### src/rtl/input_debounce_if.sv
// Board-pin conditioning bundle: raw KEY/SW pins in, debounced levels and press events out.
interface input_debounce_if #(
   parameter int NUM_BUTTONS  = 2,
   parameter int NUM_SWITCHES = 10
);
   logic [NUM_BUTTONS-1:0]  button_raw_n;
   logic [NUM_SWITCHES-1:0] switch_raw;
   logic [NUM_BUTTONS-1:0]  button_db_n;
   logic [NUM_SWITCHES-1:0] switch_db;
   logic [NUM_BUTTONS-1:0]  button_press;
   logic [NUM_BUTTONS-1:0]  button_long;

   modport master (
      output button_raw_n, switch_raw,
      input  button_db_n, switch_db, button_press, button_long
   );

   modport slave (
      input  button_raw_n, switch_raw,
      output button_db_n, switch_db, button_press, button_long
   );
endinterface

### src/rtl/input_debounce.sv
// Per-bit two-flop sync + counter debounce for DE10-Lite KEY/SW, with press pulses.
// Optional long-press flags are built when INPUT_DEBOUNCE_LONG_PRESS_EN is defined.
module input_debounce #(
   parameter int NUM_BUTTONS     = 2,
   parameter int NUM_SWITCHES    = 10,
   parameter int DEBOUNCE_CYCLES = 500000,
   parameter int LONG_CYCLES     = 50000000
) (
   input  logic              clk_clk,
   input  logic              reset_reset_n,
   input_debounce_if.slave   io
);
   localparam int CW = (DEBOUNCE_CYCLES > 2) ? $clog2(DEBOUNCE_CYCLES) : 1;
   localparam logic [CW-1:0] DB_TC = CW'(DEBOUNCE_CYCLES - 1);

   if (DEBOUNCE_CYCLES < 2 || LONG_CYCLES <= DEBOUNCE_CYCLES) begin : g_bad_cfg
      $error("input_debounce: illegal DEBOUNCE_CYCLES/LONG_CYCLES");
   end

   logic [NUM_BUTTONS-1:0]  btn_s1, btn_s2, btn_db, btn_accept, btn_db_next, btn_press;
   logic [NUM_SWITCHES-1:0] sw_s1, sw_s2, sw_db, sw_accept;

   always_ff @(posedge clk_clk or negedge reset_reset_n) begin
      if (!reset_reset_n) begin
         btn_s1 <= '1;
         btn_s2 <= '1;
         sw_s1  <= '0;
         sw_s2  <= '0;
      end else begin
         btn_s1 <= io.button_raw_n;
         btn_s2 <= btn_s1;
         sw_s1  <= io.switch_raw;
         sw_s2  <= sw_s1;
      end
   end

   for (genvar i = 0; i < NUM_BUTTONS; i++) begin : g_btn
      logic [CW-1:0] cnt;

      assign btn_accept[i] = (btn_s2[i] != btn_db[i]) && (cnt == DB_TC);

      always_ff @(posedge clk_clk or negedge reset_reset_n) begin
         if (!reset_reset_n)               cnt <= '0;
         else if (btn_s2[i] == btn_db[i])  cnt <= '0;
         else if (cnt == DB_TC)            cnt <= '0;
         else                              cnt <= cnt + 1'b1;
      end
   end

   for (genvar i = 0; i < NUM_SWITCHES; i++) begin : g_sw
      logic [CW-1:0] cnt;

      assign sw_accept[i] = (sw_s2[i] != sw_db[i]) && (cnt == DB_TC);

      always_ff @(posedge clk_clk or negedge reset_reset_n) begin
         if (!reset_reset_n)             cnt <= '0;
         else if (sw_s2[i] == sw_db[i])  cnt <= '0;
         else if (cnt == DB_TC)          cnt <= '0;
         else                            cnt <= cnt + 1'b1;
      end
   end

   // An accepted change always flips db, so next-state is a simple toggle.
   assign btn_db_next = btn_db ^ btn_accept;

   always_ff @(posedge clk_clk or negedge reset_reset_n) begin
      if (!reset_reset_n) begin
         btn_db    <= '1;
         sw_db     <= '0;
         btn_press <= '0;
      end else begin
         btn_db    <= btn_db_next;
         sw_db     <= sw_db ^ sw_accept;
         btn_press <= btn_db & ~btn_db_next;
      end
   end

   assign io.button_db_n  = btn_db;
   assign io.switch_db    = sw_db;
   assign io.button_press = btn_press;

`ifdef INPUT_DEBOUNCE_LONG_PRESS_EN
   localparam int LW = $clog2(LONG_CYCLES + 1);
   localparam logic [LW-1:0] LONG_MAX = LW'(LONG_CYCLES);
   localparam logic [LW-1:0] LONG_TC  = LW'(LONG_CYCLES - 1);

   logic [NUM_BUTTONS-1:0] btn_long;

   for (genvar i = 0; i < NUM_BUTTONS; i++) begin : g_long
      logic [LW-1:0] hold;

      always_ff @(posedge clk_clk or negedge reset_reset_n) begin
         if (!reset_reset_n) begin
            hold        <= '0;
            btn_long[i] <= 1'b0;
         end else begin
            if (btn_db[i])              hold <= '0;
            else if (hold != LONG_MAX)  hold <= hold + 1'b1;
            // Clear on the very edge the debounced button releases.
            if (btn_db_next[i])                   btn_long[i] <= 1'b0;
            else if (!btn_db[i] && hold == LONG_TC) btn_long[i] <= 1'b1;
         end
      end
   end

   assign io.button_long = btn_long;
`else
   assign io.button_long = '0;
`endif
endmodule
### src/flat_wrapper.sv
// flat-port wrapper written by rule: the top's interface ports become plain ports
module input_debounce_flat 
#(
   parameter int NUM_BUTTONS     = 2,
   parameter int NUM_SWITCHES    = 10,
   parameter int DEBOUNCE_CYCLES = 500000,
   parameter int LONG_CYCLES     = 50000000
)
  (clk_clk, reset_reset_n, io_button_raw_n, io_switch_raw, io_button_db_n, io_switch_db, io_button_press, io_button_long);
  input_debounce_if #(.NUM_BUTTONS(NUM_BUTTONS), .NUM_SWITCHES(NUM_SWITCHES)) io_i ();
  input  logic clk_clk;
  input  logic reset_reset_n;
  input wire logic [$bits(io_i.button_raw_n)-1:0] io_button_raw_n;
  input wire logic [$bits(io_i.switch_raw)-1:0] io_switch_raw;
  output wire logic [$bits(io_i.button_db_n)-1:0] io_button_db_n;
  output wire logic [$bits(io_i.switch_db)-1:0] io_switch_db;
  output wire logic [$bits(io_i.button_press)-1:0] io_button_press;
  output wire logic [$bits(io_i.button_long)-1:0] io_button_long;
  assign io_i.button_raw_n = io_button_raw_n;
  assign io_i.switch_raw = io_switch_raw;
  assign io_button_db_n = io_i.button_db_n;
  assign io_switch_db = io_i.switch_db;
  assign io_button_press = io_i.button_press;
  assign io_button_long = io_i.button_long;
  input_debounce #(.NUM_BUTTONS(NUM_BUTTONS), .NUM_SWITCHES(NUM_SWITCHES), .DEBOUNCE_CYCLES(DEBOUNCE_CYCLES), .LONG_CYCLES(LONG_CYCLES)) u_core (.clk_clk(clk_clk), .reset_reset_n(reset_reset_n), .io(io_i));
endmodule
### config.mk
export PLATFORM = sky130hd
export DESIGN_NAME = input_debounce_flat
export DESIGN_NICKNAME = d
export VERILOG_FILES = /design/src/rtl/input_debounce_if.sv /design/src/rtl/input_debounce.sv /design/src/flat_wrapper.sv
export SDC_FILE = /design/constraint.sdc
export NUM_CORES = 1
export LEC_CHECK = 0
export ABC_AREA = 1
export CORE_MARGIN = 4
export CORE_UTILIZATION = 33
export DETAILED_ROUTE_END_ITERATION = 8
export GPL_TIMING_DRIVEN = 0
export SLEW_MARGIN = 20
export SYNTH_ARGS = -nofsm -noshare
export SYNTH_HDL_FRONTEND = slang
export SYNTH_SLANG_ARGS = --single-unit
### constraint.sdc
create_clock -name clk_clk -period 2.42 [get_ports clk_clk]
set_input_delay 0.242 -clock clk_clk [delete_from_list [all_inputs] [get_ports clk_clk]]
set_output_delay 0.242 -clock clk_clk [all_outputs]
set_load 0.1 [all_outputs]
; ---- Word level (Yosys, flattened, before mapping)
; Cells that the tools add are included.
[word_totals]
out_inout_bits = 16
word_cells = 107
mem_count = 0
romBits = 0
latch_bits = 0
regBits = 266
ramBits = 0
in_bits = 14
[classes]
shifts = 0
mux = 24
mul = 0
addsub = 12
eq_ne = 36
order_cmp = 0
reduce_logical = 12
n_div = 0
n_bitwise = 4
[ops]
columns = operator, count
row1 = $mux W19, 24
row2 = $add A19 B1 Y19 const B, 12
row3 = $eq A19 B19 Y1 const B, 12
row4 = $eq A1 B1 Y1, 12
row5 = $logic_and A1 B1 Y1, 12
row6 = $ne A1 B1 Y1, 12
row7 = $xor A10 B10 Y10, 1
row8 = $and A2 B2 Y2, 1
row9 = $not A2 Y2, 1
row10 = $xor A2 B2 Y2, 1

; ---- Logic depth before layout (Yosys ltp)
; Gate-level depths: netlist of run 1.
[depth]
ltp_word = 5
depth_mapped = 9
depth_no_buf = 9

; ---- Worst setup path after synthesis of run 1
; OpenSTA, ideal clock, no wires.
[synth_path]
path_kind = register to register
startpoint = reg (tool-made name)
endpoint = reg u_core.g_sw[3].cnt[2]
path_stages_with_launch = 4
required_ns = 2.332
arrival_ns = 1.619
setup_time_ns = 0.088
path_buffers = 0
period_less_slack_ns = 1.707
setup_slack_ns = 0.713
cell_sequence = dfrtp_1 -> xor2_1 -> inv_2 -> nor3b_1
[synth_rtl]
columns = element, line_no
row1 = to (signal assigned), input_debounce.sv:59  ; else cnt <= cnt + 1'b1;
row2 = to (decl), input_debounce.sv:51  ; logic [CW-1:0] cnt;

==> results of run 1 <==
## path summary, 6_finish.rpt
kind / endpoint / depth (start not counted)
worst max-delay path: io_switch_db[4] / 1
worst min-delay path: u_core.g_sw[8].cnt[14]$_DFF_PN0_ / 2
worst max register to register: u_core.g_sw[0].cnt[18]$_DFF_PN0_ / 8
worst min register to register: u_core.sw_s2[4]$_DFF_PN0_ / 0
max in group asynchronous: u_core.g_sw[3].cnt[6]$_DFF_PN0_ / 4
min in group clk_clk: u_core.btn_s1[0]$_DFF_PN1_ / 1
## through the flow
stage	setup TNS [ps]	power (W)
floorplan	0	0.004803
global placement	-2821990	0.004969
detailed placement	0	0.004990
CTS	0	0.01020
global route	0	0.01044
finish	0	0.009985
## synth_stat cells, drive strengths merged
cell    number
a21oi       39
and2         9
and3         2
buf         13
clkbuf       1
conb         1
dfrtp      260
dfstp        6
ha          12
inv        216
nand2      389
nand3      161
nand3b       7
nand4       21
nor2       592
nor3        18
nor3b       11
o21a         3
o21ai       38
o21bai       4
o22ai        3
xnor2       35
xor2        82
## layer usage
metal	track usage	routed length (um)	vias up
li1	-	-	6113
met1	0.1732	14420	5416
met3	0.02633	973	45
met5	0	0	-
met2	0.2089	13250	128
met4	0.04219	687	0
## cells by family (layout without fill, tap and decap cells)
| kind of cell | after synthesis | in the layout | synth area share |
|---|---|---|---|
| other | 1 | 2 | 0.0002589 |
| flip-flops | 266 | 266 | 0.4601 |
| buffers and inverters | 230 | 322 | 0.06160 |
| AND/OR/NAND/NOR | 1210 | 1210 | 0.3612 |
| adder cells (fa/ha/maj) | 12 | 12 | 0.01037 |
| AO/OA/AOI/OAI | 87 | 87 | 0.03205 |
| XOR/XNOR | 117 | 117 | 0.07438 |
## flip-flops by register name, indices dropped and copies added, names as in the netlist, named ones only
register,flops
u_core.g_sw.cnt,190
u_core.io.button_press,2
u_core.g_btn.cnt,38
u_core.btn_s2,2
u_core.sw_s2,10
u_core.btn_s1,2
u_core.io.button_db_n,2
u_core.sw_s1,10
## worst register-to-register path: cells and delay by family (launching register included)
kind / cells / cell delay [ps]
fa+ha+maj: 1 / 200
flops: 1 / 380
simple gates: 7 / 860
## final cells by class
| class | instances | area (sq um) | area share |
|---|---|---|---|
| Tap cell | 585 | 732.0 | 0.04380 |
| Sequential cell | 266 | 6664 | 0.3988 |
| Multi-Input combinational cell | 1428 | 6930 | 0.4148 |
| Inverter | 216 | 810.8 | 0.04852 |
| Timing Repair Buffer | 31 | 361.6 | 0.02164 |
| Buffer | 14 | 81.33 | 0.004867 |
| Clock inverter | 15 | 162.7 | 0.009734 |
| Clock buffer | 46 | 967.2 | 0.05788 |
## power breakdown
part / internal [W] / total, W / switching, W
sequential: 0.00452 / 0.00457 / 0.0000468
combinational: 0.0000991 / 0.000330 / 0.000231
clock: 0.00313 / 0.00509 / 0.00196
## what timing repair did
| action | in CTS | in global routing |
|---|---|---|
| gates resized for setup | 5 | 0 |
| setup endpoints to repair | 5 | 0 |
| hold buffers | 1 | 0 |
| endpoints found under the hold margin | 180 | 0 |
==> impl_metrics.py, run 1 <==
metrics = {
    "grt": {
        "antenna_found_initial": 0,
        "overflow": 0,
        "grt_pass1_vias": 11640,
        "grt_max_degree": 94,
        "grt_pass1_wl_mm": 52.70,
        "track_usage": 0.1288,
    },
    "yosys": {
        "synth-seq-area-share": 0.4601,
        "synth_top_area_share": 0.4492,
        "yosys-top-cells-area": "dfrtp_1 45%, nor2_1 14%, nand2_1 9.3%",
        "yosys_warnings": 0,
        "syn_inst": 1923,
        "syn_area_per_cell_sq_um": 7.531,
        "synth_area_sq_um": 14480,
        "yosysUniqueCellTypes": 35,
        "synth_top_area_cell": "dfrtp_1",
        "ys_ff_latch": 266,
    },
    "sta": {
        "max_clock_freq_mhz": 428.2,
        "hold_violations": 0,
        "finalWorstSetupSlack_ps": 84.49,
        "final-setup-viol-count": 0,
        "slew_violations": 0,
        "tightest_slew_ps": 1040,
        "skew_ps": 25.05,
        "min_period_over_period": 0.9651,
        "slew_headroom": 0.3094,
        "period_needed_ps": 2336,
        "rsz0062_at_grt": "false",
        "timing.hold.ws_ps": 104.0,
    },
    "critical_path": {
        "endpoint_kind": "primary output",
        "worstPathMaxFanout": 3,
        "crit_type": "flop to primary output",
        "crit_required_ps": 2180,
        "cp_cell_sequence": "clkdlybuf4s50_1",
        "cpPeakStageDelay_ps": 1160,
        "rrSetupSlack_ps": 880,
        "cp_slowest_cell": "clkdlybuf4s50_1",
        "reg2reg_from": "u_core.g_sw[0].cnt[0]$_DFF_PN0_",
        "path_delay_family": "buffers and inverters",
        "path_buf_inv": 1,
        "startpoint_type": "flop",
        "worstPathArrival_ps": 2090,
    },
    "clock_tree": {
        "post_cts_buffers": 0,
        "h-tree-depth": 2,
        "clock-sinks": 266,
        "cts_tree": "yes",
        "clk_pin_slew_ps": 50,
        "cts_buffers": 34,
        "clk_latency_ps": 530,
        "clockRootBuffer": "clkbuf_16",
        "clk_path_buf_depth": 3,
    },
    "floorplanning": {
        "rows": 76,
        "core_sq_um": 43270,
        "die_area_sq_um": 47300,
        "start_util": 0.3347,
        "ios": 30,
        "floorplan.die.width_um": 217.5,
        "die_h_um": 217.5,
    },
    "layout": {
        "finalNonFillerCells": 2601,
        "layout_commonest_cell": "nor2_1",
        "final_cell_mix": "537 x nor2_1, 357 x nand2_1, 260 x dfrtp_1, 203 x inv_1, 157 x nand3_1",
        "nFillCells": 4437,
        "final_nets": 2017,
        "fin_area_sq_um": 16710,
        "final_util": 0.3862,
        "areaGrowthSynthToFinish_pct": 15.38,
        "drive_above_1_share": 0.09474,
        "diodes": 0,
    },
    "drt": {
        "wl_mm": 29.33,
        "ant_nets": 0,
        "routed_via_density": 4.499,
        "drc_errors": 0,
        "vias": 11700,
        "drtIter0Drc": 641,
        "first_pass_iters": 6,
        "route.detailed.wl_per_inst_um": 11.27,
    },
    "hold_path": {
        "hp-class": "input port to asynchronous set/reset pin",
    },
    "placed_design": {
        "dp_hpwl_mm": 20.69,
        "place.gp.congestion": 0.8623,
        "place_inst": 2539,
        "port_buffers": 27,
        "placed_area_sq_um": 15580,
        "place_ws_ps": 405.9,
    },
    "pwr": {
        "p_leak_nw": 6.939,
        "p_per_area_nw_per_um2": 597.6,
        "ir_worst_vdd_v": 0.0003857,
    },
    "run_status": {
        "status": "finished clean",
    },
    "run": {
        "drv_cap": 0,
    },
}
Power figures use the tool's default switching activity.
==> run 2: changes to the inputs <==
Settings changed: ABC_AREA 1 to unset, CORE_MARGIN 4 to unset.
==> run 2 against run 1 <==
Net effect: first-iteration DRC count shrank 13%; cell count is 29% lower; worst hold slack worse by 8.3 ps; sequential power about the same; clock-buffer cell count shrank 3; clock power down 11%; critical endpoint is now io_switch_db[7]; maximum frequency up 0.12%; clock skew down 15 ps; via count down 23%.
==> impl_metrics.py, run 2 <==
metrics = {
    "yosys": {
        "postSynth.asyncResetShare": 1.000,
        "synth_top_family_by_area": "simple AND/OR/NAND/NOR gates",
        "synth_compound_area_frac": 0.05516,
        "yosys_warnings": 0,
        "synth_common_cells": "260 x dfrtp_1, 192 x nor2_1, 116 x xnor2_1",
        "ys.flop_type": "dfrtp_1",
        "synth-seq-area-share": 0.5246,
        "synth_simple_gate_area_frac": 0.2538,
        "synth_xor_area_frac": 0.1172,
        "synth_top_area_share": 0.5122,
        "synth_area_sq_um": 12700,
        "syn_area_per_cell_sq_um": 10.14,
        "syn_inst": 1253,
        "synth_top_area_cell": "dfrtp_1",
        "synth_edf_count": 0,
        "synthAdderAreaFrac": 0.01182,
        "ys_ff_latch": 266,
        "yosys-top-cells-area": "dfrtp_1 51%, xnor2_1 8.0%, nor2_1 5.7%",
        "yosysUniqueCellTypes": 53,
        "yosysMostFrequentCell": "dfrtp_1",
        "synth.area.mux_share": 0.01064,
    },
    "sta": {
        "skew_ps": 9.977,
        "period_needed_ps": 2333,
        "rsz0062_at_grt": "false",
        "slew_headroom": 0.3410,
        "tightest_slew_ps": 985.4,
        "timing.hold.ws_ps": 95.67,
        "min_period_over_period": 0.9640,
        "slew_violations": 0,
        "hold_violations": 0,
        "final-setup-viol-count": 0,
        "max_clock_freq_mhz": 428.7,
    },
    "placed_design": {
        "dp_hpwl_mm": 15.42,
        "place_inst": 1794,
        "place.gp.congestion": 0.8095,
        "port_buffers": 27,
    },
    "critical_path": {
        "path_delay_family": "buffers and inverters",
        "startpoint_type": "flop",
        "rrSetupSlack_ps": 150,
        "worstPathArrival_ps": 2090,
        "cp_slowest_cell": "clkdlybuf4s50_1",
        "reg2reg_from": "u_core.g_sw[2].cnt[0]$_DFF_PN0_",
        "endpoint_kind": "primary output",
        "cp_cell_sequence": "clkdlybuf4s50_1",
        "path_buf_inv": 1,
        "r2r_end": "u_core.g_sw[2].cnt[18]$_DFF_PN0_",
        "worstPathMaxFanout": 3,
        "crit_type": "flop to primary output",
        "reg2reg_depth": 5,
        "cpPeakStageDelay_ps": 1160,
        "crit_required_ps": 2180,
    },
    "floorplanning": {
        "die_h_um": 198.2,
        "die_area_sq_um": 39280,
        "core_sq_um": 37760,
        "rows": 71,
        "ios": 30,
        "start_util": 0.3365,
        "floorplan.die.width_um": 198.2,
    },
    "grt": {
        "track_usage": 0.1241,
        "antenna_found_initial": 0,
        "grt_max_degree": 98,
        "grt_pass1_wl_mm": 41.61,
        "overflow": 0,
        "grt_pass1_vias": 8881,
    },
    "clock_tree": {
        "cts_tree": "yes",
        "clock-sinks": 266,
        "clk_latency_ps": 550,
        "h-tree-depth": 1,
        "clockRootBuffer": "clkbuf_16",
        "cts_buffers": 30,
        "clk_path_buf_depth": 3,
        "clk_pin_slew_ps": 60,
    },
    "drt": {
        "route.detailed.wl_per_inst_um": 12.63,
        "drtIter0Drc": 557,
        "vias": 8972,
        "ant_nets": 0,
        "first_pass_iters": 4,
        "routed_via_density": 4.839,
        "drc_errors": 0,
        "wl_mm": 23.42,
    },
    "layout": {
        "largest_register_ffs": 190,
        "areaGrowthSynthToFinish_pct": 16.13,
        "diodes": 0,
        "final_cell_mix": "260 x dfrtp_1, 192 x nor2_1, 116 x xnor2_1, 67 x nand3_1, 66 x nand4_1",
        "final_nets": 1347,
        "drive_above_1_share": 0.09754,
        "reg.largest.list": "u_core.g_sw.cnt: 190 flops, u_core.g_btn.cnt: 38 flops",
        "top_register": "u_core.g_sw.cnt",
        "finalNonFillerCells": 1854,
        "layout_commonest_cell": "dfrtp_1",
    },
    "run": {
        "drv_cap": 0,
    },
    "run_status": {
        "status": "finished clean",
    },
    "hold_path": {
        "hp-class": "input port to flop",
        "holdPathEnd": "u_core.btn_s1[0]$_DFF_PN1_",
        "hold-path-cell-count": 1,
        "min_from": "io_button_raw_n[0]",
    },
    "pwr": {
        "p_per_area_nw_per_um2": 639.0,
        "p_leak_nw": 5.690,
        "ir_worst_vdd_v": 0.0005578,
    },
}
==> run 2: cell types whose count changed after synthesis, sizes merged, moves of 21 or more <==
cell   delta
xor2     -28
o31ai    +21
nor3     +26
nand3    -91
or3      +31
xnor2    +81
nor4     +35
nor2    -390
inv     -167
nand4    +45
or4      +25
nand2   -325
==> run 2: worst max-delay path by stage <==
stage                                           startpoint                               end  slack, ps  depth (start not counted)
after CTS                                             flop                   io_switch_db[9]         30                          1
after global routing                                  flop                   io_switch_db[7]         10                          1
after global placement                       reset_reset_n  u_core.g_sw[5].cnt[16]$_DFF_PN0_     -10580                          1
after detailed placement   u_core.g_sw[9].cnt[0]$_DFF_PN0_  u_core.g_sw[9].cnt[14]$_DFF_PN0_         70                          6
final                                                 flop                   io_switch_db[7]         90                          1
after floorplan           u_core.g_sw[2].cnt[12]$_DFF_PN0_   u_core.g_sw[2].cnt[7]$_DFF_PN0_        400                          5
==> run 2: layout make-up <==
type,count,area (sq um)
buffer,28,152.6
tap,511,639.4
multi-input combinational,911,5744
clock inverter,11,113.9
clock buffer,43,880.8
fill,3731,23000
sequential,266,6664
inverter,49,183.9
timing repair buffer,35,374.1
==> run 2: where the power goes <==
group / switching [W] / internal, W / total [W]
Sequential: 0.0000632 / 0.00452 / 0.00458
Clock: 0.00178 / 0.00272 / 0.00451
Combinational: 0.000224 / 0.000109 / 0.000333
Total: 0.00207 / 0.00736 / 0.00943
==> run 2: what timing repair did <==
item | CTS | global route
hold endpoints to repair | 70 | 0
hold buffers | 1 | 0
gates resized for setup | 3 | 6
pin swaps | 0 | 2
buffers inserted | 0 | 5
endpoints found under the setup margin | 3 | 64
==> run 2: worst register-to-register path, cell delays in order, from the launching register on <==
cell and delay, ps:
dfrtp_1 400, ha_1 230, nand4_1 430, nor2_1 350, or4b_2 610, a21oi_1 170
==> run 2: per-layer routing <==
metal / track usage / up-vias / part of all wire
li1: - / 4548 / -
met1: 0.1699 / 4315 / 0.50
met2: 0.2008 / 72 / 0.45
met3: 0.01959 / 37 / 0.027
met4: 0.03790 / 0 / 0.025
met5: 0 / - / 0
==> run 2: logic make-up after synthesis <==
family | Yosys count
DFF | 266
other | 1
buffers and inverters | 77
xor gates and xnor gates | 170
AOI/OAI and AO/OA | 104
adders and majority gates | 12
and+or+nand+nor | 611
muxes | 12
==> run 2: per-stage QoR <==
stage               setup WS [ps]  instance area [sq um]    util  TNS [ps]  total power (W)
floorplan                   404.5                  12710       -         0         0.004821
global placement           -10580                  13620  0.3607  -2783700         0.004990
detailed placement          70.77                  13680  0.3623         0         0.005000
CTS                         29.81                  14680  0.3888         0         0.009614
global route                9.704                  14750  0.3908         0         0.009828
finish                      87.21                  14750  0.3908         0         0.009427
==> run 3: changes to the inputs <==
Settings changed: CAP_MARGIN set to 0, CORE_MARGIN set to 1.5.
==> run 3 against run 2 <==
Net effect: utilization grew 0.35 points; power is 6.2% higher; global-route usage is essentially flat; worst setup slack worse by 1.3 ps; critical path type unchanged; largest power group is now clock.
==> impl_metrics.py, run 3 (synthesized netlist as in run 2, its figures left out) <==
metrics = {
    "critical_path": {
        "cp_slowest_cell": "clkdlybuf4s50_1",
        "endpoint_kind": "primary output",
        "path_depth": 1,
        "rrSetupSlack_ps": 180,
        "startpoint_type": "flop",
        "worstPathArrival_ps": 2090,
        "cpPeakStageDelay_ps": 1150,
        "path_delay_family": "buffers and inverters",
        "path_buf_inv": 1,
        "crit_type": "flop to primary output",
        "timing.critical_path.to": "io_switch_db[0]",
        "r2r_end": "u_core.g_btn[0].cnt[11]$_DFF_PN0_",
        "crit_required_ps": 2180,
        "cp_cell_sequence": "clkdlybuf4s50_1",
        "reg2reg_from": "u_core.g_btn[0].cnt[15]$_DFF_PN0_",
        "reg2reg_depth": 5,
        "worstPathMaxFanout": 3,
    },
    "run_status": {
        "status": "finished clean",
    },
    "drt": {
        "drtIter0Drc": 368,
        "routed_via_density": 4.927,
        "first_pass_iters": 5,
        "vias": 9135,
        "wl_mm": 23.44,
        "drc_errors": 0,
        "route.detailed.wl_per_inst_um": 12.64,
        "ant_nets": 0,
    },
    "sta": {
        "tightest_slew_ps": 1011,
        "rsz0062_at_grt": "false",
        "hold_violations": 0,
        "max_clock_freq_mhz": 428.4,
        "min_period_over_period": 0.9645,
        "slew_violations": 0,
        "final-setup-viol-count": 0,
        "setup_tns_ps": 0,
        "period_needed_ps": 2334,
        "skew_ps": 12.96,
        "slew_headroom": 0.3248,
    },
    "layout": {
        "nFillCells": 3648,
        "top_register": "u_core.g_sw.cnt",
        "layout_commonest_cell": "dfrtp_1",
        "final_util": 0.3942,
        "final_cell_mix": "260 x dfrtp_1, 192 x nor2_1, 116 x xnor2_1, 67 x nand3_1, 66 x nand4_1",
        "drive_above_1_share": 0.1005,
        "areaGrowthSynthToFinish_pct": 17.17,
        "final_nets": 1345,
        "diodes": 0,
        "reg.largest.list": "u_core.g_sw.cnt: 190 flops, u_core.g_btn.cnt: 38 flops",
        "largest_register_ffs": 190,
    },
    "grt": {
        "track_usage": 0.1237,
        "antenna_found_initial": 0,
        "grt_pass1_vias": 8926,
        "grt_pass1_wl_mm": 41.88,
        "overflow": 0,
        "grt_max_degree": 80,
    },
    "placed_design": {
        "place.gp.congestion": 0.7961,
        "dp_hpwl_mm": 15.62,
        "port_buffers": 27,
    },
    "pwr": {
        "p_per_area_nw_per_um2": 672.5,
        "p_leak_nw": 5.770,
        "ir_worst_vdd_v": 0.0005026,
        "power_w": 0.01001,
    },
    "floorplanning": {
        "floorplan.die.width_um": 199.2,
        "rows": 71,
        "ios": 30,
        "start_util": 0.3365,
        "core_sq_um": 37760,
        "die_h_um": 199.2,
        "die_area_sq_um": 39680,
    },
    "clock_tree": {
        "h-tree-depth": 1,
        "cts_tree": "yes",
        "clk_latency_ps": 560,
        "cts_buffers": 30,
        "clk_path_buf_depth": 3,
        "clk_pin_slew_ps": 60,
        "clockRootBuffer": "clkbuf_16",
        "clock-sinks": 266,
    },
    "hold_path": {
        "hp-class": "input port to flop",
    },
    "run": {
        "drv_cap": 0,
    },
}
[run 3: stage by stage]
step           hold WS [ps]  instances  setup slack, ps  area, sq um
2_1_floorplan        -53.59       1254            404.5        12710
3_3_place_gp          333.3       1792           -10610        13620
3_5_place_dp          189.2       1795            99.53        13700
4_1_cts               53.28       1852            3.126        14840
5_1_grt               69.75       1854            9.403        14880
6_report              88.05       1854            85.94        14880
[run 3: routing by layer]
metal / track usage / share of wire
met5: 0 / 0
met4: 0.03479 / 0.022
met3: 0.02414 / 0.037
met2: 0.2009 / 0.46
met1: 0.1673 / 0.48
[run 3: power by group]
part	internal (W)	switching [W]	total, W
logic	0.000110	0.000224	0.000334
registers	0.00452	0.0000617	0.00458
clock network	0.00323	0.00186	0.00509
total	0.00786	0.00215	0.0100
[run 3: area by class of cell]
| cell class | instances | area [sq um] | share of cell area |
|---|---|---|---|
| plain buffers | 28 | 152.6 | 0.01026 |
| well taps | 511 | 639.4 | 0.04296 |
| flip-flops and latches | 266 | 6664 | 0.4477 |
| repair buffers | 33 | 385.4 | 0.02589 |
| clock inverters | 18 | 280.3 | 0.01883 |
| inverters | 49 | 183.9 | 0.01236 |
| clock buffers | 38 | 852.1 | 0.05725 |
| multi-input cells | 911 | 5727 | 0.3848 |
[run 3: how the worst min path moves through the flow]
stage | from | end | slack (ps) | cells after the start
floorplan | reset_reset_n | asynchronous set/reset pin | -50 | 0
global placement | u_core.sw_s1[1]$_DFF_PN0_ | u_core.sw_s2[1]$_DFF_PN0_ | 330 | 0
detailed placement | reset_reset_n | u_core.g_sw[9].cnt[18]$_DFF_PN0_ | 190 | 1
CTS | io_button_raw_n[0] | u_core.btn_s1[0]$_DFF_PN1_ | 50 | 1
global route | io_button_raw_n[0] | u_core.btn_s1[0]$_DFF_PN1_ | 70 | 1
finish | io_button_raw_n[0] | u_core.btn_s1[0]$_DFF_PN1_ | 90 | 1
[run 3: what timing repair did]
item / 4_1_cts / 5_1_grt
endpoints found under the hold margin: 53 / 0
pin swaps: 0 / 2
resized for setup: 2 / 6
hold buffers: 1 / 0
setup endpoints to repair: 2 / 56
setup buffers: 0 / 2
